$ cat src/rtl/id_hazard_ctrl_if.sv
// Decode-side handshake between the ID stage and the issue-interlock controller.
// The decoder drives the master side; id_hazard_ctrl sits on the slave side.
interface id_hazard_ctrl_if;
    logic       id_valid_inst;
    logic [4:0] id_ra_idx;
    logic [4:0] id_rb_idx;
    logic       id_uses_ra;
    logic       id_uses_rb;
    logic       id_reg_wr;
    logic [4:0] id_dest_idx;
    logic       ex_take_branch;
    logic       stall_if;
    logic       bubble_ex;
    logic       issue;
    logic       flush_id;

    modport master (
        output id_valid_inst, id_ra_idx, id_rb_idx, id_uses_ra, id_uses_rb,
               id_reg_wr, id_dest_idx, ex_take_branch,
        input  stall_if, bubble_ex, issue, flush_id
    );

    modport slave (
        input  id_valid_inst, id_ra_idx, id_rb_idx, id_uses_ra, id_uses_rb,
               id_reg_wr, id_dest_idx, ex_take_branch,
        output stall_if, bubble_ex, issue, flush_id
    );
endinterface

$ cat src/rtl/id_hazard_ctrl.sv
// Issue interlock for the 5-stage pipeline: shift-register scoreboard of in-flight
// destinations, RAW stall / taken-branch flush sequencing, saturating perf counters.
module id_hazard_ctrl #(
    parameter int unsigned DEPTH     = 3,
    parameter int unsigned FLUSH_LEN = 2,
    parameter int unsigned CNT_W     = 32
) (
    input  logic              clk,
    input  logic              rst,
    id_hazard_ctrl_if.slave   id,
    output logic [31:0]       busy_mask,
    output logic [CNT_W-1:0]  stall_cnt,
    output logic [CNT_W-1:0]  flush_cnt
);

    localparam int unsigned FC_W = (FLUSH_LEN > 1) ? $clog2(FLUSH_LEN) : 1;
    localparam logic [FC_W-1:0] FC_LOAD = FC_W'(FLUSH_LEN - 1);

    typedef enum logic [1:0] {RUN, STALL, FLUSH} state_t;

    state_t          state_q, state_d;
    logic [FC_W-1:0] fcnt_q, fcnt_d;
    logic            sb_v   [DEPTH];
    logic [4:0]      sb_idx [DEPTH];
    logic            hazard;
    logic            flush_now;

    // busy_mask doubles as the match() lookup for both source operands
    always_comb begin
        busy_mask = '0;
        for (int unsigned i = 0; i < DEPTH; i++) begin
            if (sb_v[i]) busy_mask[sb_idx[i]] = 1'b1;
        end
    end

    always_comb begin
        hazard = id.id_valid_inst &
                 ((id.id_uses_ra & (id.id_ra_idx != 5'd0) & busy_mask[id.id_ra_idx]) |
                  (id.id_uses_rb & (id.id_rb_idx != 5'd0) & busy_mask[id.id_rb_idx]));
        flush_now = id.ex_take_branch | (state_q == FLUSH);
    end

    always_comb begin
        id.flush_id  = 1'b0;
        id.stall_if  = 1'b0;
        id.bubble_ex = 1'b0;
        id.issue     = 1'b0;
        if (flush_now) begin
            id.flush_id  = 1'b1;
            id.bubble_ex = 1'b1;
        end else if (hazard) begin
            id.stall_if  = 1'b1;
            id.bubble_ex = 1'b1;
        end else begin
            id.issue     = id.id_valid_inst;
            id.bubble_ex = ~id.id_valid_inst;
        end
    end

    always_comb begin
        state_d = state_q;
        fcnt_d  = fcnt_q;
        case (state_q)
            RUN, STALL: begin
                if (id.ex_take_branch) begin
                    state_d = FLUSH;
                    fcnt_d  = FC_LOAD;
                end else if (hazard) begin
                    state_d = STALL;
                end else begin
                    state_d = RUN;
                end
            end
            FLUSH: begin
                if (id.ex_take_branch) begin
                    fcnt_d = FC_LOAD;
                end else if (fcnt_q == '0) begin
                    state_d = RUN;
                end else begin
                    fcnt_d = fcnt_q - 1'b1;
                end
            end
            default: begin
                state_d = RUN;
                fcnt_d  = '0;
            end
        endcase
    end

    always_ff @(posedge clk or negedge rst) begin
        if (!rst) begin
            state_q <= RUN;
            fcnt_q  <= '0;
        end else begin
            state_q <= state_d;
            fcnt_q  <= fcnt_d;
        end
    end

    // Older entries (including a resolving branch) keep shifting through a flush
    always_ff @(posedge clk or negedge rst) begin
        if (!rst) begin
            for (int unsigned i = 0; i < DEPTH; i++) begin
                sb_v[i]   <= 1'b0;
                sb_idx[i] <= '0;
            end
        end else begin
            for (int unsigned i = 1; i < DEPTH; i++) begin
                sb_v[i]   <= sb_v[i-1];
                sb_idx[i] <= sb_idx[i-1];
            end
            if (id.issue) begin
                sb_v[0]   <= id.id_reg_wr & (id.id_dest_idx != 5'd0);
                sb_idx[0] <= id.id_dest_idx;
            end else begin
                sb_v[0]   <= 1'b0;
                sb_idx[0] <= '0;
            end
        end
    end

    always_ff @(posedge clk or negedge rst) begin
        if (!rst) begin
            stall_cnt <= '0;
            flush_cnt <= '0;
        end else begin
            if (hazard && !flush_now && (stall_cnt != '1))
                stall_cnt <= stall_cnt + CNT_W'(1);
            if (id.ex_take_branch && (flush_cnt != '1))
                flush_cnt <= flush_cnt + CNT_W'(1);
        end
    end

endmodule

$ cat src/flat_wrapper.sv
// flat-port wrapper written by rule: the top's interface ports become plain ports
module id_hazard_ctrl_flat 
#(
    parameter int unsigned DEPTH     = 3,
    parameter int unsigned FLUSH_LEN = 2,
    parameter int unsigned CNT_W     = 32
)
  (clk, rst, busy_mask, stall_cnt, flush_cnt, id_id_valid_inst, id_id_ra_idx, id_id_rb_idx, id_id_uses_ra, id_id_uses_rb, id_id_reg_wr, id_id_dest_idx, id_ex_take_branch, id_stall_if, id_bubble_ex, id_issue, id_flush_id);
  id_hazard_ctrl_if id_i ();
  input  logic clk;
  input  logic rst;
  output logic [31:0] busy_mask;
  output logic [CNT_W-1:0] stall_cnt;
  output logic [CNT_W-1:0] flush_cnt;
  input wire logic [$bits(id_i.id_valid_inst)-1:0] id_id_valid_inst;
  input wire logic [$bits(id_i.id_ra_idx)-1:0] id_id_ra_idx;
  input wire logic [$bits(id_i.id_rb_idx)-1:0] id_id_rb_idx;
  input wire logic [$bits(id_i.id_uses_ra)-1:0] id_id_uses_ra;
  input wire logic [$bits(id_i.id_uses_rb)-1:0] id_id_uses_rb;
  input wire logic [$bits(id_i.id_reg_wr)-1:0] id_id_reg_wr;
  input wire logic [$bits(id_i.id_dest_idx)-1:0] id_id_dest_idx;
  input wire logic [$bits(id_i.ex_take_branch)-1:0] id_ex_take_branch;
  output wire logic [$bits(id_i.stall_if)-1:0] id_stall_if;
  output wire logic [$bits(id_i.bubble_ex)-1:0] id_bubble_ex;
  output wire logic [$bits(id_i.issue)-1:0] id_issue;
  output wire logic [$bits(id_i.flush_id)-1:0] id_flush_id;
  assign id_i.id_valid_inst = id_id_valid_inst;
  assign id_i.id_ra_idx = id_id_ra_idx;
  assign id_i.id_rb_idx = id_id_rb_idx;
  assign id_i.id_uses_ra = id_id_uses_ra;
  assign id_i.id_uses_rb = id_id_uses_rb;
  assign id_i.id_reg_wr = id_id_reg_wr;
  assign id_i.id_dest_idx = id_id_dest_idx;
  assign id_i.ex_take_branch = id_ex_take_branch;
  assign id_stall_if = id_i.stall_if;
  assign id_bubble_ex = id_i.bubble_ex;
  assign id_issue = id_i.issue;
  assign id_flush_id = id_i.flush_id;
  id_hazard_ctrl #(.DEPTH(DEPTH), .FLUSH_LEN(FLUSH_LEN), .CNT_W(CNT_W)) u_core (.clk(clk), .rst(rst), .id(id_i), .busy_mask(busy_mask), .stall_cnt(stall_cnt), .flush_cnt(flush_cnt));
endmodule
$ cat config.mk
export PLATFORM = sky130hd
export DESIGN_NAME = id_hazard_ctrl_flat
export DESIGN_NICKNAME = d
export VERILOG_FILES = /design/src/rtl/id_hazard_ctrl_if.sv /design/src/rtl/id_hazard_ctrl.sv /design/src/flat_wrapper.sv
export SDC_FILE = /design/constraint.sdc
export NUM_CORES = 1
export LEC_CHECK = 0
export BUFFER_PORTS_ARGS = -buffer_cell sky130_fd_sc_hd__buf_4
export CAP_MARGIN = 20
export CORE_ASPECT_RATIO = 1.2
export CORE_MARGIN = 4
export CORE_UTILIZATION = 40
export CTS_CLUSTER_DIAMETER = 100
export CTS_CLUSTER_SIZE = 28
export DETAILED_ROUTE_END_ITERATION = 6
export GPL_ROUTABILITY_DRIVEN = 1
export HOLD_SLACK_MARGIN = 0.02
export PLACE_DENSITY = 0.7
export SLEW_MARGIN = 20
export SYNTH_ARGS = -nofsm -noshare
export SYNTH_HDL_FRONTEND = slang
export SYNTH_SLANG_ARGS = --single-unit
$ cat constraint.sdc
create_clock -name clk -period 5.7 [get_ports clk]
set_input_delay 0 -clock clk [delete_from_list [all_inputs] [get_ports clk]]
set_output_delay 0 -clock clk [all_outputs]
set_load 0.02 [all_outputs]
==> impl_summary.md, run 1 <==
Status
The flow ran to the end, and the final reports show no timing, DRC or antenna violations.

Routing
The detailed router finished its first iteration with 484 violations. Across all layers, the routed design uses 4906 vias. Wires add up to 15.3 mm. The number of iterations in the first detailed-routing pass is 5. For this run, design rule violations remaining after detail routing come to 0.

After detailed routing, the number of vias per cell comes to 5.82. The detail-routed net length per standard cell is 18.2 µm. The number of antenna-violating nets in the routed design is 0.

GRT
Entering global routing, the biggest net connects 86 pins. In the global route stage, overall resource usage came out at 0.204. The initial antenna violation count was 0. The first global-routing pass estimated 25.1 mm of wire. The number of global-route vias before repair came to 4883. Global routing finished with a remaining overflow of 0.

Clocking
The clock net in this run drives a total of 85 sinks. The TritonCTS buffer count is 9. The master cell of the clock root buffer is clkbuf_16. The buffer levels on the longest clock path is 2.

The post-CTS resize count is 0. Buffers added to address setup during post-CTS repair amount to 0. For the worst-skew pair, the clock arrives at the later sink with an insertion delay of 0.34 ns. Clock-pin slew was measured on the worst setup and hold paths at 0.07 ns. TritonCTS built the clock tree. In this run the number of H-tree levels came out at 3. The hold buffer count at CTS is 9.

Place
The weighted congestion at the end of routability-driven global placement is 0.904. The cell area after placement is 6270 µm². The placed wire-length estimate after detailed placement is 11.8 mm. The port buffer count is 121.

Prior to clock tree synthesis, the placed netlist has a worst setup slack of 2.37 ns.

Final layout
The final core utilization is 0.525. The summed area of non-filler cells in the final layout is 6680 µm². The layout overhead on the synthesized area is 27.3%. The repair_antennas step left the layout with diodes totalling 0. The fraction of final layout cells sized beyond drive strength 1 is 0.239. For this run, the post-layout net count is 698.

Pwr
The worst supply voltage drop on vdd is 0.183 mV. Summed over all cells, the static leakage comes to 2.94 nW. Dividing total power by cell area gives a power density of 237 nW/µm².

STA
Once routing completed, OpenROAD measured the worst setup slack at 2.18 ns. Derived from the worst setup path, the maximum achievable clock frequency is 284 MHz. The final critical-path share of the clock period is 0.618. The count of pins over their slew limit is 0. For the pin with the worst max-slew slack, the measured transition is 0.853 ns.

The routed design could run at a clock period as short as 3.52 ns. The final-layout setup total negative slack is 0 ns. The number of setup violations in the final report is 0.

The setup skew after layout is 0.0128 ns. Measured against its own limit, the worst slew margin works out to 0.426. The final hold violation count is 0. Setup repair after global routing left no endpoint under its margin.

Setup path
The critical setup path kind is flip-flop to output port. The setup slack on the worst flop-to-flop path is 2.36 ns. In this run the worst path has a maximum fanout of 33.

Measured in cells, the most critical reg-to-reg path has a length of 10. STA puts the critical path data required time at 5.70 ns. The kind of end point of the critical path is an output port. The kind of launch point of the worst setup path is a flip-flop. The startpoint of the lowest-slack register-to-register path is u_core.sb_idx[13].

In this run the critical register-to-register path is captured at u_core.stall_cnt[1]. Data arrives at the worst endpoint at 3.52 ns.

Floorplanning
The die covers 15000 µm². In this run the standard cell core region covers 12700 µm². The count of standard-cell rows is 45. The number of ports placed on the die boundary is 122. The starting density of the core is 0.412. The vertical die dimension is 133 µm. In this run the horizontal extent of the chip is 113 µm.

Yosys
Synthesis produced a netlist with a net count of 576. In the synthesized netlist the dominant register cell turns out to be dfrtp_1. For this run, the register share of the synthesized area comes to 0.405. Yosys mapped a number of flops with a built-in enable equal to 0. In this run the cell area of the synthesized design comes to 5250 µm². The number of different library cells used by synthesis comes to 72. The post-synthesis async set-or-reset flop share is 1.00. The cell count after synthesis is 552. For this run, the number of Yosys warnings is 0. The synthesized area per cell is 9.50 µm². Synthesis inferred 85 register bits.

Hold path
The worst hold-check path type is input port to async pin.

Flow run
The total of max-cap violations is 0.
## how the worst max path moves through the flow
stage,endpoint,start,cells after the start,slack [ns]
6_report,id_bubble_ex,u_core.sb_idx[13],11,2.18
5_1_grt,id_bubble_ex,u_core.sb_idx[13],11,1.94
4_1_cts,id_bubble_ex,u_core.sb_idx[13],11,2.15
3_5_place_dp,u_core.stall_cnt[1],u_core.sb_idx[13],10,2.37
3_3_place_gp,u_core.stall_cnt[1],u_core.sb_idx[13],10,2.43
2_1_floorplan,u_core.stall_cnt[21],u_core.sb_idx[11],11,2.76
## flip-flops by register name (all words and copies together), names as in the netlist
name	cells
u_core.sb_v	3
u_core.fcnt_q	1
u_core.flush_cnt	32
u_core.state_q	2
u_core.sb_idx	15
u_core.stall_cnt	32
## kinds of logic after synthesis
logic type,share of synthesized area
buf+inv,0.0274
compound gates,0.132
xor+xnor,0.102
flops,0.405
simple gates,0.292
fa+ha+maj,0.00477
mux,0.0370
## area by class of cell
type                            count  area (µm²)
Tap cell                          164         205
Sequential cell                    85        2130
Clock buffer                       11         233
Clock inverter                      5        82.6
Multi-Input combinational cell    434        2980
Fill cell                        1200        6050
Timing Repair Buffer              130        1000
Inverter                           14        52.6
## through the flow
stage	cells	total power, mW	hold WS, ns
after floorplan	552	0.850	-0.296
after global placement	818	0.962	0.228
after detailed placement	818	0.970	0.232
after CTS	843	1.59	0.437
after global routing	843	1.66	0.344
final	843	1.59	0.272
## cell usage after synthesis (4+ instances only)
cell type  number  area, µm²
o21bai_1        4       30.0
inv_1          13       48.8
nand2b_1        9       56.3
nand4bb_1       6       67.6
buf_2           7       35.0
nor4_1          6       37.5
nand4b_1        8       70.1
or2_2           4       25.0
clkbuf_1       10       37.5
or3_1           4       25.0
nor2_1         37        139
o22ai_1        10       62.6
a21oi_1         8       40.0
nand3b_1        5       37.5
mux4_2          4       90.1
o22a_1         17        149
nand2_1        49        184
nor3_1         13       65.1
nand4_1        20        125
dfrtp_1        85       2130
o211ai_1        4       30.0
mux2i_1         7       70.1
xnor2_1        54        473
xor2_1          7       61.3
nor2b_1         4       25.0
nand3_1        39        195
a31oi_1         4       25.0
and3_1         20        125
and2_1         16        100
o21ai_1        11       55.1
o21ai_0         8       40.0
## cell usage in the layout, fill, tap and decap left out, drive strengths merged, types with 3 or more instances in the layout
cell and instances:
xnor2 54, clkbuf 11, nand3b 5, a211oi 3, nor2 38, nand2b 9, mux2i 7, o2111ai 3
o22ai 10, a31oi 4, nand4bb 6, or4b 3, o22a 17, xor2 7, a21oi 8, or2 6
dlygate4sd3 9, nand3 39, nand4b 9, and2 16, dfrtp 85, nor4 8, mux4 4, nand4 20
clkinv 3, inv 14, nor3 14, mux2 3, nor2b 4, o21bai 4, buf 121, or3 4
and4 3, o211ai 4, nand2 50, o21ai 20, and3 20
## routing by layer
| metal | wire, µm | global-route usage | vias to the layer above |
|---|---|---|---|
| met5 | 0 | 0 | - |
| met4 | 522 | 0.0962 | 0 |
| met3 | 1040 | 0.0454 | 37 |
| met2 | 7330 | 0.329 | 216 |
| met1 | 6410 | 0.258 | 2371 |
| li1 | - | - | 2282 |
## power breakdown
group / switching, mW / internal (mW)
combinational: 0.152 / 0.111
clock: 0.234 / 0.386
sequential: 0.0614 / 0.642
total: 0.447 / 1.14
## worst max-delay path, stage by stage, from the launching register on
cell and delay [ns]:
dfrtp_1 0.62, nand4bb_1 0.28, o22a_1 0.15, o21ai_0 0.15, mux4_2 0.50, o311ai_2 0.25
a211oi_2 0.11, nor4_4 0.37, nand2_4 0.27, nor2_4 0.27, inv_1 0.06, buf_4 0.15
Note: power is estimated with default switching activity, not from simulation.
==> run 2, diff against run 1 <==
==> constraint.sdc (replaced) <==
create_clock -name clk -period 3.36 [get_ports clk]
set_input_delay 0 -clock clk [delete_from_list [all_inputs] [get_ports clk]]
set_output_delay 0 -clock clk [all_outputs]
set_load 0.02 [all_outputs]
==> run 2 against run 1 <==
  * Cell count up 1.7%
  * Critical path depth unchanged
  * Flip-flop and latch count unchanged
  * Die area unchanged
  * Clock power up 81%
  * Register-to-register slack worse by 2.2 ns
  * Global-route usage up 0.62 points
  * Non-clock buffer count up 15
  * Via count up 2.6%
  * Power up 75%
  * Hold slack worse by 0.0093 ns
  * Critical path type unchanged
  * Largest cell class unchanged
==> impl_summary.md, run 2 (same netlist as run 1, synthesis figures left out) <==
Flow run
Across the run, the number of max-cap violations was 0.

Pwr
The total power consumption of the routed design is 2.77 mW. Summed over all cells, the static leakage comes to 3.03 nW. In this run the power density over the cells is 404 nW/µm². The worst supply voltage drop on vdd is 0.499 mV.

GRT
The overall fraction of global-route tracks in use is 0.210. The number of global-route vias before repair is 4907. The sum of overflow across all layers after global routing is 0.

The first global-routing pass estimated 25.7 mm of wire. The initial antenna violation count is 0. The largest net degree at the start of global routing is 86.

STA
The final critical-path share of the clock period is 0.958. The number of setup violations in the final report is 0. The headroom to the max-slew limit is 0.490.

The setup skew after layout is 0.0116 ns. The count of pins over their slew limit was 0. Subtracting the final worst setup slack from the clock period gives 3.22 ns. The worst path meets setup with 0.140 ns of slack. The final-layout setup total negative slack is 0 ns. The highest clock frequency the design can meet is 311 MHz.

The final hold violation count is 0. The transition time at the pin with the least slew margin is 0.765 ns. Setup repair after global routing left no endpoint under its margin.

Routing
Once detail routing completed, the nets flagged for antenna violations numbered 0. After detailed routing, the number of remaining DRC violations is 0. After the first detailed-routing iteration, the DRC count stood at 417. The routed layout has 5036 vias. The pre-antenna-repair detailed-routing pass consisted of 5 iterations. After detailed routing, the average wire length per cell comes to 18.6 µm. The routed design has 15.9 mm of wire. In the routed layout, each cell is associated on average with a via count of 5.88.

Floorplanning
The die area is 15000 µm². The die width is 113 µm. The total area inside the core boundary comes to 12700 µm².

The starting density of the core is 0.412. The vertical die dimension is 133 µm. The count of standard-cell rows is 45.

In this run the count of I/O pins placed on the die edge is 122.

Final layout
In the layout the commonest cells are buf_4 (135), dfrtp_1 (82), xnor2_1 (54). The net count reported at finish is 713. The largest registers in the layout are u_core.flush_cnt (32), u_core.stall_cnt (32), u_core.sb_idx (15). From synthesis to final layout, the design area changed by 30.7%. The final instance count without filler cells is 857.

The most common cell after layout, fill and taps aside is buf_4. The number of antenna repair diodes is 0. The final core utilization is 0.539. In the final layout, the share of cells above drive strength 1 is 0.273.

Place
The placed wire-length estimate after detailed placement is 12.2 mm. OpenSTA, run right after detailed placement, puts the worst setup slack at 0.0891 ns. The port buffer count is 121. The weighted congestion at the end of routability-driven global placement is 0.949. The number of cells after detailed placement is 825.

Clocking
The clock reaches the later pin of the worst-skew pair after 0.34 ns. Clock tree synthesis selected as its root buffer the cell clkbuf_16. Buffers inserted during clock tree synthesis total 9.

The depth of the CTS H-tree is 3. The clock passes through at most 2 buffers. TritonCTS built the clock tree. The clock edge transition at the registers on the reported setup and hold paths is 0.06 ns. The clock sink count is 85.

Setup path
Data on the critical path is required at its endpoint by 3.36 ns. The largest fanout on the critical path is 12. The worst reg-to-reg path cell count is 12. Data arrives at the worst endpoint at 3.22 ns.

The kind of end point of the critical path is an output port. STA classifies the critical path startpoint as a flip-flop. The setup path with the least slack is of type flip-flop to output port.

Status
The run finished with clean final reports.

Hold path
The worst hold-check path type is input port to async pin.
## run 2: cell count changes in the layout (fill, tap and decap cells not counted), sizes merged
cell | before | now
clkinvlp | 0 | 1
buf | 121 | 136
clkinv | 3 | 1
clkbuf | 11 | 10
bufinv | 2 | 3
## run 2: layer usage
| layer | wire [µm] | track usage | vias up | share of wire |
|---|---|---|---|---|
| met1 | 6440 | 0.260 | 2469 | 0.40 |
| met3 | 1210 | 0.0413 | 31 | 0.076 |
| li1 | - | - | 2301 | - |
| met5 | 0 | 0 | - | 0 |
| met2 | 7790 | 0.353 | 235 | 0.49 |
| met4 | 487 | 0.0929 | 0 | 0.031 |
## run 2: worst paths after layout
kind / slack, ns / to / startpoint
min in group clk: 0.39 / u_core.state_q[0] / id_id_uses_ra
worst max register to register: 0.15 / u_core.stall_cnt[17] / u_core.sb_idx[11]
worst min register to register: 0.46 / u_core.state_q[1] / u_core.state_q[0]
max in group asynchronous: 2.50 / u_core.sb_idx[8] / rst
worst max-delay path: 0.14 / id_bubble_ex / u_core.sb_idx[6]
worst min-delay path: 0.26 / u_core.stall_cnt[24] / rst
## run 2: what timing repair did
item / 4_1_cts / 5_1_grt
hold buffers: 9 / 0
setup buffers: 0 / 8
pin swaps: 1 / 4
gates resized for setup: 4 / 9
endpoints found under the hold margin: 95 / 0
setup endpoints to repair: 2 / 19
## run 2: area by class of cell
cell class,count,area [µm²]
fillers,1176,5870
multi-input cells,434,3020
flip-flops and latches,85,2130
repair buffers,145,1110
clock buffers,10,229
well taps,164,205
clock inverters,5,109
inverters,14,52.6
## run 2: power by group
group          internal (mW)  switching [mW]  total [mW]
Clock                  0.727           0.391        1.12
Sequential              1.09           0.103        1.19
Combinational          0.201           0.263       0.464
## run 2: critical path, cell delays in order, from the launching register on
cell      delay [ns]
dfrtp_1         0.46
nand2_1         0.24
o22a_1          0.19
o21ai_0         0.16
mux4_2          0.54
o311ai_2        0.25
a211oi_2        0.10
nor4_4          0.35
nand2_4         0.19
nor2_4          0.17
inv_1           0.07
buf_4           0.16
## run 2: stage by stage
| stage | hold slack, ns | instance area [µm²] |
|---|---|---|
| final | 0.262 | 6860 |
| after global routing | 0.372 | 6860 |
| after CTS | 0.393 | 6760 |
| after detailed placement | 0.232 | 6320 |
| after global placement | 0.226 | 6320 |
| after floorplan | -0.296 | 5250 |
